## src/rtl/branch_predict_fetch.sv

```systemverilog
// ----------------------------------------------------------------------------
// branch_predict_fetch
//
// Fetch-stage branch predictor with a bimodal history table. It decodes the
// fetched word, predicts conditional branches with 2-bit counters, selects
// the next PC and loads the IF/ID register. A small shift queue tracks
// in-flight branches until they are resolved. A wrong guess produces a
// combinational flush request and the alternate PC.
//
// Ports
//   clk, rst        clock; asynchronous active-high reset
//   pc_in           address of the instruction being fetched
//   instr_in        fetched instruction word
//   if_id_write     1 = pipeline advances, 0 = stall (queue and IF/ID hold)
//   resolve_valid   the oldest in-flight branch resolves this cycle
//   resolve_taken   actual outcome of that branch
//   next_pc         address for the external PC register
//   instr_out, pc_plus4_out, pred_taken_out   IF/ID register
//   mispredict      combinational flush request
//   mispredict_cnt  saturating count of mispredicted resolutions
//
// Parameter limits: BHT_ENTRIES must be a power of two and at least 2.
// ADDR_W must be at least 29, because the jump target keeps pc4[ADDR_W-1:28].
// ----------------------------------------------------------------------------
module branch_predict_fetch #(
    parameter int ADDR_W        = 32,
    parameter int BHT_ENTRIES   = 16,
    parameter int RESOLVE_DEPTH = 3,
    parameter int CNT_W         = 16
) (
    input  logic              clk,
    input  logic              rst,
    input  logic [ADDR_W-1:0] pc_in,
    input  logic [31:0]       instr_in,
    input  logic              if_id_write,
    input  logic              resolve_valid,
    input  logic              resolve_taken,
    output logic [ADDR_W-1:0] next_pc,
    output logic [31:0]       instr_out,
    output logic [ADDR_W-1:0] pc_plus4_out,
    output logic              pred_taken_out,
    output logic              mispredict,
    output logic [CNT_W-1:0]  mispredict_cnt
);

    localparam int IDX_W = $clog2(BHT_ENTRIES);
    localparam int HEAD  = RESOLVE_DEPTH - 1;   // oldest queue slot

    // Fetch-side decode and targets
    logic              is_branch, is_jump, pred;
    logic [IDX_W-1:0]  fetch_idx;
    logic [ADDR_W-1:0] pc4, br_off, br_tgt, jmp_tgt;

    // Predictor table
    logic [1:0] bht_q [BHT_ENTRIES];
    logic [1:0] bht_d [BHT_ENTRIES];

    // In-flight queue. Slot 0 is the newest entry and slot HEAD is the oldest.
    logic [RESOLVE_DEPTH-1:0] qv_q, qv_d, qp_q, qp_d;
    logic [ADDR_W-1:0]        qa_q [RESOLVE_DEPTH];
    logic [ADDR_W-1:0]        qa_d [RESOLVE_DEPTH];
    logic [IDX_W-1:0]         qi_q [RESOLVE_DEPTH];
    logic [IDX_W-1:0]         qi_d [RESOLVE_DEPTH];

    // IF/ID register and statistics
    logic [31:0]       instr_q, instr_d;
    logic [ADDR_W-1:0] pc4_q, pc4_d;
    logic              pred_q, pred_d;
    logic [CNT_W-1:0]  cnt_q, cnt_d;

    logic resolve_hit;

    assign is_branch = (instr_in[31:26] == 6'b000100);
    assign is_jump   = (instr_in[31:26] == 6'b000010);
    assign fetch_idx = pc_in[IDX_W+1:2];
    assign pred      = is_branch & bht_q[fetch_idx][1];

    assign pc4     = pc_in + ADDR_W'(4);
    assign br_off  = {{(ADDR_W-18){instr_in[15]}}, instr_in[15:0], 2'b00};
    assign br_tgt  = pc4 + br_off;
    assign jmp_tgt = {pc4[ADDR_W-1:28], instr_in[25:0], 2'b00};

    // A resolution counts only when an in-flight branch actually sits at the head.
    assign resolve_hit = resolve_valid & qv_q[HEAD];
    assign mispredict  = resolve_hit & (resolve_taken != qp_q[HEAD]);

    always_comb begin
        next_pc = pc4;
        if (mispredict)   next_pc = qa_q[HEAD];
        else if (is_jump) next_pc = jmp_tgt;
        else if (pred)    next_pc = br_tgt;
    end

    genvar gi;
    generate
        for (gi = 0; gi < RESOLVE_DEPTH; gi++) begin : g_queue
            // A flush clears every valid bit. This wins over both a shift and a hold.
            if (gi == 0) begin : g_tail
                // Nothing fetched in the flush cycle is on the correct path.
                assign qv_d[gi] = mispredict ? 1'b0
                                : (if_id_write ? (is_branch & ~mispredict) : qv_q[gi]);
                assign qp_d[gi] = if_id_write ? pred : qp_q[gi];
                // Keep the PC that was not chosen, so a flush can redirect to it.
                assign qa_d[gi] = if_id_write ? (pred ? pc4 : br_tgt) : qa_q[gi];
                assign qi_d[gi] = if_id_write ? fetch_idx : qi_q[gi];
            end else begin : g_body
                assign qv_d[gi] = mispredict ? 1'b0
                                : (if_id_write ? qv_q[gi-1] : qv_q[gi]);
                assign qp_d[gi] = if_id_write ? qp_q[gi-1] : qp_q[gi];
                assign qa_d[gi] = if_id_write ? qa_q[gi-1] : qa_q[gi];
                assign qi_d[gi] = if_id_write ? qi_q[gi-1] : qi_q[gi];
            end
        end

        // Saturating counter update. The fetch lookup reads bht_q, so a lookup
        // of the same index in the same cycle still sees the old value.
        for (gi = 0; gi < BHT_ENTRIES; gi++) begin : g_bht
            logic [1:0] sat_val;
            assign sat_val = resolve_taken
                           ? ((bht_q[gi] == 2'b11) ? 2'b11 : bht_q[gi] + 2'b01)
                           : ((bht_q[gi] == 2'b00) ? 2'b00 : bht_q[gi] - 2'b01);
            assign bht_d[gi] = (resolve_hit && (qi_q[HEAD] == IDX_W'(gi)))
                             ? sat_val : bht_q[gi];
        end
    endgenerate

    // On a flush, the IF/ID register takes a bubble. pc_plus4 is left
    // unchanged because nothing downstream uses it for a bubble.
    always_comb begin
        instr_d = instr_q;
        pc4_d   = pc4_q;
        pred_d  = pred_q;
        if (mispredict) begin
            instr_d = '0;
            pred_d  = 1'b0;
        end else if (if_id_write) begin
            instr_d = instr_in;
            pc4_d   = pc4;
            pred_d  = pred;
        end
    end

    always_comb begin
        cnt_d = cnt_q;
        if (mispredict && (cnt_q != {CNT_W{1'b1}}))
            cnt_d = cnt_q + CNT_W'(1);
    end

    always_ff @(posedge clk or posedge rst) begin
        if (rst) begin
            instr_q <= '0;
            pc4_q   <= '0;
            pred_q  <= 1'b0;
            cnt_q   <= '0;
            qv_q    <= '0;
            qp_q    <= '0;
            for (int i = 0; i < RESOLVE_DEPTH; i++) begin
                qa_q[i] <= '0;
                qi_q[i] <= '0;
            end
            for (int i = 0; i < BHT_ENTRIES; i++)
                bht_q[i] <= 2'b01;
        end else begin
            instr_q <= instr_d;
            pc4_q   <= pc4_d;
            pred_q  <= pred_d;
            cnt_q   <= cnt_d;
            qv_q    <= qv_d;
            qp_q    <= qp_d;
            for (int i = 0; i < RESOLVE_DEPTH; i++) begin
                qa_q[i] <= qa_d[i];
                qi_q[i] <= qi_d[i];
            end
            for (int i = 0; i < BHT_ENTRIES; i++)
                bht_q[i] <= bht_d[i];
        end
    end

    assign instr_out      = instr_q;
    assign pc_plus4_out   = pc4_q;
    assign pred_taken_out = pred_q;
    assign mispredict_cnt = cnt_q;

endmodule

```

## config.mk

```make
export PLATFORM = sky130hd
export DESIGN_NAME = branch_predict_fetch
export DESIGN_NICKNAME = d
export VERILOG_FILES = /design/src/rtl/branch_predict_fetch.sv
export SDC_FILE = /design/constraint.sdc
export NUM_CORES = 1
export LEC_CHECK = 0
export CORE_ASPECT_RATIO = 1.5
export CORE_UTILIZATION = 55
export DETAILED_ROUTE_END_ITERATION = 6
export GPL_TIMING_DRIVEN = 0
export PLACE_DENSITY = 0.77
export SKIP_LAST_GASP = 1
export SYNTH_ARGS = -nofsm -noshare
export SYNTH_HDL_FRONTEND = slang
export SYNTH_SLANG_ARGS = --single-unit
```

## constraint.sdc

```tcl
create_clock -name clk -period 12.2 [get_ports clk]
set_input_delay 3.66 -clock clk [delete_from_list [all_inputs] [get_ports clk]]
set_output_delay 3.66 -clock clk [all_outputs]
set_load 0.02 [all_outputs]
```

==> impl_metrics.env, run 1 <==
export IMPL_run_status="finished, violations left"
export IMPL_violations="design-rule violations"
export IMPL_critPathMaxStageDelay_ns=0.66
export IMPL_fin_crit_sh=0.986
export IMPL_synth_avg_cell_area_sq_um=9.80
export IMPL_max_slew_margin=0.300
export IMPL_leakagePower_uw=0.00660
export IMPL_crit_fanout=6
export IMPL_post_synth_num_cell_types=65
export IMPL_synth_area_sq_um=12500
export IMPL_drc=30
export IMPL_final_max_slew_viol_count=0
export IMPL_synth_edf_count=0
export IMPL_grt_pass1_vias=11100
export IMPL_dieArea_sq_um=23400
export IMPL_synth_top_area_cell="dfrtp_1"
export IMPL_hp_class="reg -> reg"
export IMPL_tightest_slew_ns=1.05
export IMPL_hold_viol=0
export IMPL_highest_layer="met4"
export IMPL_num_io_pins=183
export IMPL_met1_length_microns=14100
export IMPL_p_per_area_nw_per_um2=138
export IMPL_track_usage=0.333
export IMPL_async_flop_share=1.00
export IMPL_grt_max_degree=94
export IMPL_cp_slowest_cell="clkdlybuf4s50_1"
export IMPL_cts_buffers=23
export IMPL_grt_pass1_wl_microns=60300
export IMPL_holdWs_ns=0.482
export IMPL_wl_met3_microns=2640
export IMPL_start_util=0.561
export IMPL_post_dp_hpwl_microns=28300
export IMPL_grt_ovfl_total=0
export IMPL_clock_root_buffer="clkbuf_16"
export IMPL_synthTopCellsByArea="dfrtp_1 (42%), mux2_2 (8.7%), mux2i_1 (4.5%)"
export IMPL_setup_violations=0
export IMPL_path_class="in -> out"
export IMPL_ir_drop_mv=0.151
export IMPL_core_area_sq_um=22300
export IMPL_wl_microns=38700
export IMPL_finalClockSkew_ns=0.0152
export IMPL_critPathBufInv=3
export IMPL_synth_ff_type="dfrtp_1"
export IMPL_synthesis_nets=1383
export IMPL_drtPass1Iterations=7
export IMPL_htree_num_levels=1
export IMPL_crit_family="simple AND/OR/NAND/NOR gates"
export IMPL_grt_antenna_before_repair=0
export IMPL_port_buffers=179
export IMPL_gp_routability_congestion=0.983
export IMPL_worst_setup_path_start_kind="input port"
export IMPL_vias_per_cell=6.15
export IMPL_cts_sinks=227
export IMPL_synth_ff_latch_count=227
export IMPL_path_clk_slew_ns=0.06
export IMPL_die_w_microns=125
export IMPL_ant_nets=0
export IMPL_post_drt_wl_per_cell_microns=21.8
export IMPL_cts_tree="yes"
export IMPL_finalSetupTns_ns=0
export IMPL_route_vias_total=10900
export IMPL_crit_arrival_ns=8.37
export IMPL_path_cells="clkdlybuf4s50_1 -> and4_1 -> and3_1 -> nand4_1 -> buf_4 -> or3_1 -> xnor2_2 -> ha_1 -> a21o_1 -> a21o_1 -> a21oi_1 -> o21ai_0 -> a21oi_1 -> xnor2_1 -> nor2_1 -> nor3_2 -> clkdlybuf4s50_1"
export IMPL_cap_violations=0
export IMPL_diodes=0
export IMPL_syn_to_final_growth_pct=24.5
export IMPL_netlist_instances=1276
export IMPL_final_nets=1589
export IMPL_rsz0062_at_grt="yes"
export IMPL_ctsHoldBuffers=0
export IMPL_clk_path_buf_depth=3
export IMPL_fmax_ghz=0.0831
export IMPL_rows=67
export IMPL_die_y_microns=187
export IMPL_yosysTopAreaCellShare=0.422
export IMPL_crit_required_ns=8.54
export IMPL_min_period_ns=12.03
export IMPL_dr_wl_met2_microns=19700
export IMPL_critPathCaptureType="output pin"
export IMPL_drt_iter0_drc=985
export IMPL_yosysSeqAreaShare=0.456
export IMPL_clkLatencyLatePin_ns=0.52
export IMPL_synth_warnings=0
export IMPL_drive_above_1_share=0.129
cell usage after synthesis, types with 3 or more instances:
master and instances:
dfrtp_1 211, nor2_1 142, nand2_1 116, a21oi_1 104, o21ai_0 98, mux2_2 97
mux2i_1 56, inv_1 47, clkbuf_1 45, xnor2_1 38, ha_1 37, nand3_1 36
xor2_1 32, a221oi_1 17, dfstp_2 16, nand4_1 13, a21o_1 12, nor3_1 12
and3_1 9, a31oi_1 8, and4_1 8, buf_2 8, o221ai_1 8, a22oi_1 7
nor2b_1 7, buf_1 6, nand2b_1 6, a211oi_1 5, a221o_1 5, o211ai_1 5
nand3b_1 4, o21a_1 4, o31ai_1 4, or2_2 4, nor4_1 3, o21bai_1 3
o31a_1 3, or3_1 3
final cells by class:
cell class,instances,area [sq um]
Timing Repair Buffer,183,1870
Multi-Input combinational cell,939,6430
Sequential cell,227,5700
Clock inverter,11,151
Fill cell,1703,6720
Tap cell,276,345
Buffer,61,255
Clock buffer,28,644
Inverter,47,184
worst min-delay path: cells and delay by family (launching register included):
kind	cells	cell delay (ns)
AOI/OAI and AO/OA	1	0.06
DFF	1	0.34
and+or+nand+nor	1	0.04
layer usage:
| metal | track usage | vias to the layer above |
|---|---|---|
| met5 | 0 | - |
| met4 | 0.192 | 0 |
| met3 | 0.0510 | 143 |
| met2 | 0.593 | 499 |
| met1 | 0.378 | 5315 |
| li1 | - | 4940 |
power by group:
group          total (uW)  switching, uW  internal (uW)
registers             929           64.1            865
logic                 470            253            217
clock network         744            304            440
total                2140            621           1520
kinds of logic (layout without fill, tap and decap cells):
kind of cell               count (synthesis)  after routing  share of synthesized area
AOI/OAI and AO/OA                        305            305                      0.150
xor gates and xnor gates                  70             70                     0.0490
adders and majority gates                 38             38                     0.0386
buffers and inverters                    110            330                     0.0351
DFF                                      227            227                      0.456
muxes                                    155            155                      0.136
and+or+nand+nor                          371            371                      0.135
final timing paths:
kind / start / cells after the start / slack, ns / endpoint
min: pc_plus4_out[22] / 2 / 0.48 / pc_plus4_out[22]
max reg2reg: qp_q[2] / 6 / 9.26 / instr_out[25]
min reg2reg: pc_plus4_out[22] / 2 / 0.48 / pc_plus4_out[22]
max in group asynchronous: rst / 4 / 7.50 / qa_q[20]
min in group asynchronous: rst / 2 / 3.53 / instr_out[3]
max: pc_in[16] / 17 / 0.17 / next_pc[29]
per-stage QoR:
step                      cells  total power, uW  cell area (sq um)   util  setup slack [ns]
after floorplan            1276             1220              12500      -              1.68
after global placement     1731             1380              14600  0.657            -0.366
after detailed placement   1733             1400              14700  0.660            -0.360
after CTS                  1772             2150              15500  0.696            0.0193
after global routing       1772             2230              15600  0.699           -0.0340
final                      1772             2140              15600  0.699             0.166
cells in the final DEF, fill, tap and decap left out, types with 23 or more instances in the layout:
cell	count
clkbuf_16	23
a21oi_1	103
o21ai_0	97
clkdlybuf4s50_1	177
dfrtp_1	211
clkbuf_1	43
nor2_1	141
nand2_1	116
xor2_1	29
inv_1	46
xnor2_1	36
mux2i_1	56
ha_1	37
mux2_2	97
nand3_1	36
registers in the layout, summed over array words and instances (netlist names):
name and count:
qa_q 96, bht_q 32, instr_out 32, pc_plus4_out 32, mispredict_cnt 16, qi_q 12, qp_q 3, qv_q 3
pred_taken_out 1
timing repair:
action	CTS	global route
resized for setup	4	10
setup buffers	1	1
pin swaps	2	1
endpoints found under the setup margin	8	11
Power figures use the tool's default switching activity.
==> run 2, diff against run 1 <==
--- a/config.mk
+++ b/config.mk
@@ -7,6 +7,7 @@
 export LEC_CHECK = 0
 export CORE_ASPECT_RATIO = 1.5
 export CORE_UTILIZATION = 55
+export CTS_CLUSTER_SIZE = 14
 export DETAILED_ROUTE_END_ITERATION = 6
 export GPL_TIMING_DRIVEN = 0
 export PLACE_DENSITY = 0.77
==> impl_metrics.env, run 2 (same netlist as run 1, synthesis figures left out) <==
export IMPL_diodes=0
export IMPL_drive_above_1_share=0.127
export IMPL_path_class="in -> out"
export IMPL_finalClockSkew_ns=0.0121
export IMPL_violations="design-rule violations"
export IMPL_final_common_cell="dfrtp_1"
export IMPL_fill_cells=1704
export IMPL_setup_violations=0
export IMPL_crit_fanout=8
export IMPL_power_frac_comb=0.218
export IMPL_path_clk_slew_ns=0.06
export IMPL_final_max_slew_viol_count=0
export IMPL_post_dp_hpwl_microns=28300
export IMPL_power_frac_seq=0.430
export IMPL_hold_viol=0
export IMPL_port_buffers=179
export IMPL_cts_sinks=227
export IMPL_max_slew_margin=0.283
export IMPL_largest_register_ffs=96
export IMPL_p_int_uw=1540
export IMPL_switching_power_uw=618
export IMPL_clk_path_buf_depth=3
export IMPL_hp_class="reg -> reg"
export IMPL_fin_util=0.699
export IMPL_num_io_pins=183
export IMPL_clock_root_buffer="clkbuf_16"
export IMPL_grt_busiest_layer="met2"
export IMPL_p_per_area_nw_per_um2=139
export IMPL_rows=67
export IMPL_use_met2=0.595
export IMPL_crit_required_ns=8.54
export IMPL_cts_tree="yes"
export IMPL_dieArea_sq_um=23400
export IMPL_cts_buffers=23
export IMPL_die_y_microns=187
export IMPL_holdWs_ns=0.480
export IMPL_tightest_slew_ns=1.07
export IMPL_ir_drop_mv=0.114
export IMPL_htree_num_levels=1
export IMPL_worst_setup_path_start_kind="input port"
export IMPL_grt_max_degree=94
export IMPL_run_status="finished, violations left"
export IMPL_wl_microns=38800
export IMPL_grt_pass1_vias=11100
export IMPL_switching_share=0.286
export IMPL_grt_ovfl_total=0
export IMPL_final_nets=1589
export IMPL_fin_crit_sh=0.990
export IMPL_crit_arrival_ns=8.42
export IMPL_die_w_microns=125
export IMPL_start_util=0.561
export IMPL_drc=30
export IMPL_grt_antenna_before_repair=0
export IMPL_syn_to_final_growth_pct=24.6
export IMPL_place_area_sq_um=14700
export IMPL_ctsHoldBuffers=0
export IMPL_drtPass1Iterations=7
export IMPL_dpl_worst_slack_ns=-0.360
export IMPL_met1_usage=0.382
export IMPL_track_usage=0.334
export IMPL_cap_violations=0
export IMPL_layout_setup_ws_ns=0.121
export IMPL_ant_nets=0
export IMPL_final_cell_mix="dfrtp_1 (211), clkdlybuf4s50_1 (177), nor2_1 (141)"
export IMPL_use_met3=0.0467
export IMPL_fmax_ghz=0.0828
export IMPL_gp_routability_congestion=0.983
export IMPL_vias_per_cell=6.14
export IMPL_drt_iter0_drc=898
export IMPL_rsz0062_at_grt="yes"
export IMPL_route_vias_total=10900
export IMPL_clkPwrFrac=0.352
export IMPL_fin_area_sq_um=15600
export IMPL_leakagePower_uw=0.00660
export IMPL_post_drt_wl_per_cell_microns=21.9
export IMPL_clkLatencyLatePin_ns=0.52
export IMPL_core_area_sq_um=22300
export IMPL_regMostFlops="qa_q"
export IMPL_min_period_ns=12.08
export IMPL_grt_pass1_wl_microns=60400
export IMPL_critPathCaptureType="output pin"
## run 2: cell count changes in the layout (fill, tap and decap cells not counted)
| cell | delta |
|---|---|
| xor2_2 | +1 |
| inv_6 | +2 |
| xor2_1 | -1 |
| clkbuf_1 | +5 |
| o21ai_1 | +1 |
| clkinv_4 | -3 |
| clkbuf_8 | -4 |
| buf_2 | -1 |
| bufinv_16 | +2 |
| clkinvlp_4 | -1 |
| o21ai_0 | -1 |
| clkbuf_2 | +1 |
## run 2: stage by stage
stage | power, uW | setup TNS [ns] | cells
2_1_floorplan | 1220 | 0 | 1276
3_3_place_gp | 1380 | -71.98 | 1731
3_5_place_dp | 1400 | -0.873 | 1733
4_1_cts | 2170 | 0 | 1773
5_1_grt | 2250 | -0.0428 | 1773
6_report | 2160 | 0 | 1773
## run 2: final timing paths
check,startpoint,endpoint,slack (ns),cells past startpoint
worst max-delay path,pc_in[3],next_pc[28],0.12,17
worst min-delay path,pc_plus4_out[22],pc_plus4_out[22],0.48,2
worst max register to register,qp_q[2],instr_out[27],9.29,6
worst min register to register,pc_plus4_out[22],pc_plus4_out[22],0.48,2
max in group asynchronous,rst,qa_q[20],7.50,4
min in group asynchronous,rst,instr_out[31],3.53,2
## run 2: area by class of cell
cell class	count	area [sq um]	area share
flip-flops and latches	227	5700	0.366
plain buffers	61	255	0.0164
clock inverters	11	195	0.0125
clock buffers	29	608	0.0390
multi-input cells	939	6440	0.413
well taps	276	345	0.0221
inverters	47	184	0.0118
repair buffers	183	1870	0.120
## run 2: critical path: stages
cell	delay (ns)
clkdlybuf4s50_1	0.52
clkbuf_2	0.27
nand3_4	0.17
nor2_1	0.29
and3_1	0.22
xnor2_1	0.23
inv_1	0.09
ha_1	0.37
and2_1	0.20
and4_1	0.22
a32oi_2	0.18
o31a_1	0.42
o31ai_1	0.30
a31o_2	0.21
xnor2_1	0.10
a21oi_1	0.28
clkdlybuf4s50_1	0.69
## run 2: routing by layer
| metal | vias to the layer above | wire length [microns] |
|---|---|---|
| li1 | 4943 | - |
| met1 | 5313 | 14300 |
| met2 | 505 | 19700 |
| met3 | 133 | 2570 |
| met4 | 0 | 2170 |
| met5 | - | 0 |
## run 2: repair_timing
item,4_1_cts,5_1_grt
pin swaps,2,1
setup buffers,1,1
endpoints found under the setup margin,8,10
resized for setup,4,11
## run 2: power groups by stage
stage	clock, uW	combinational [uW]	sequential, uW
6_report	761	470	929
5_1_grt	802	507	941
4_1_cts	773	466	927
3_5_place_dp	0	463	939
3_3_place_gp	0	450	934
2_1_floorplan	0	267	950
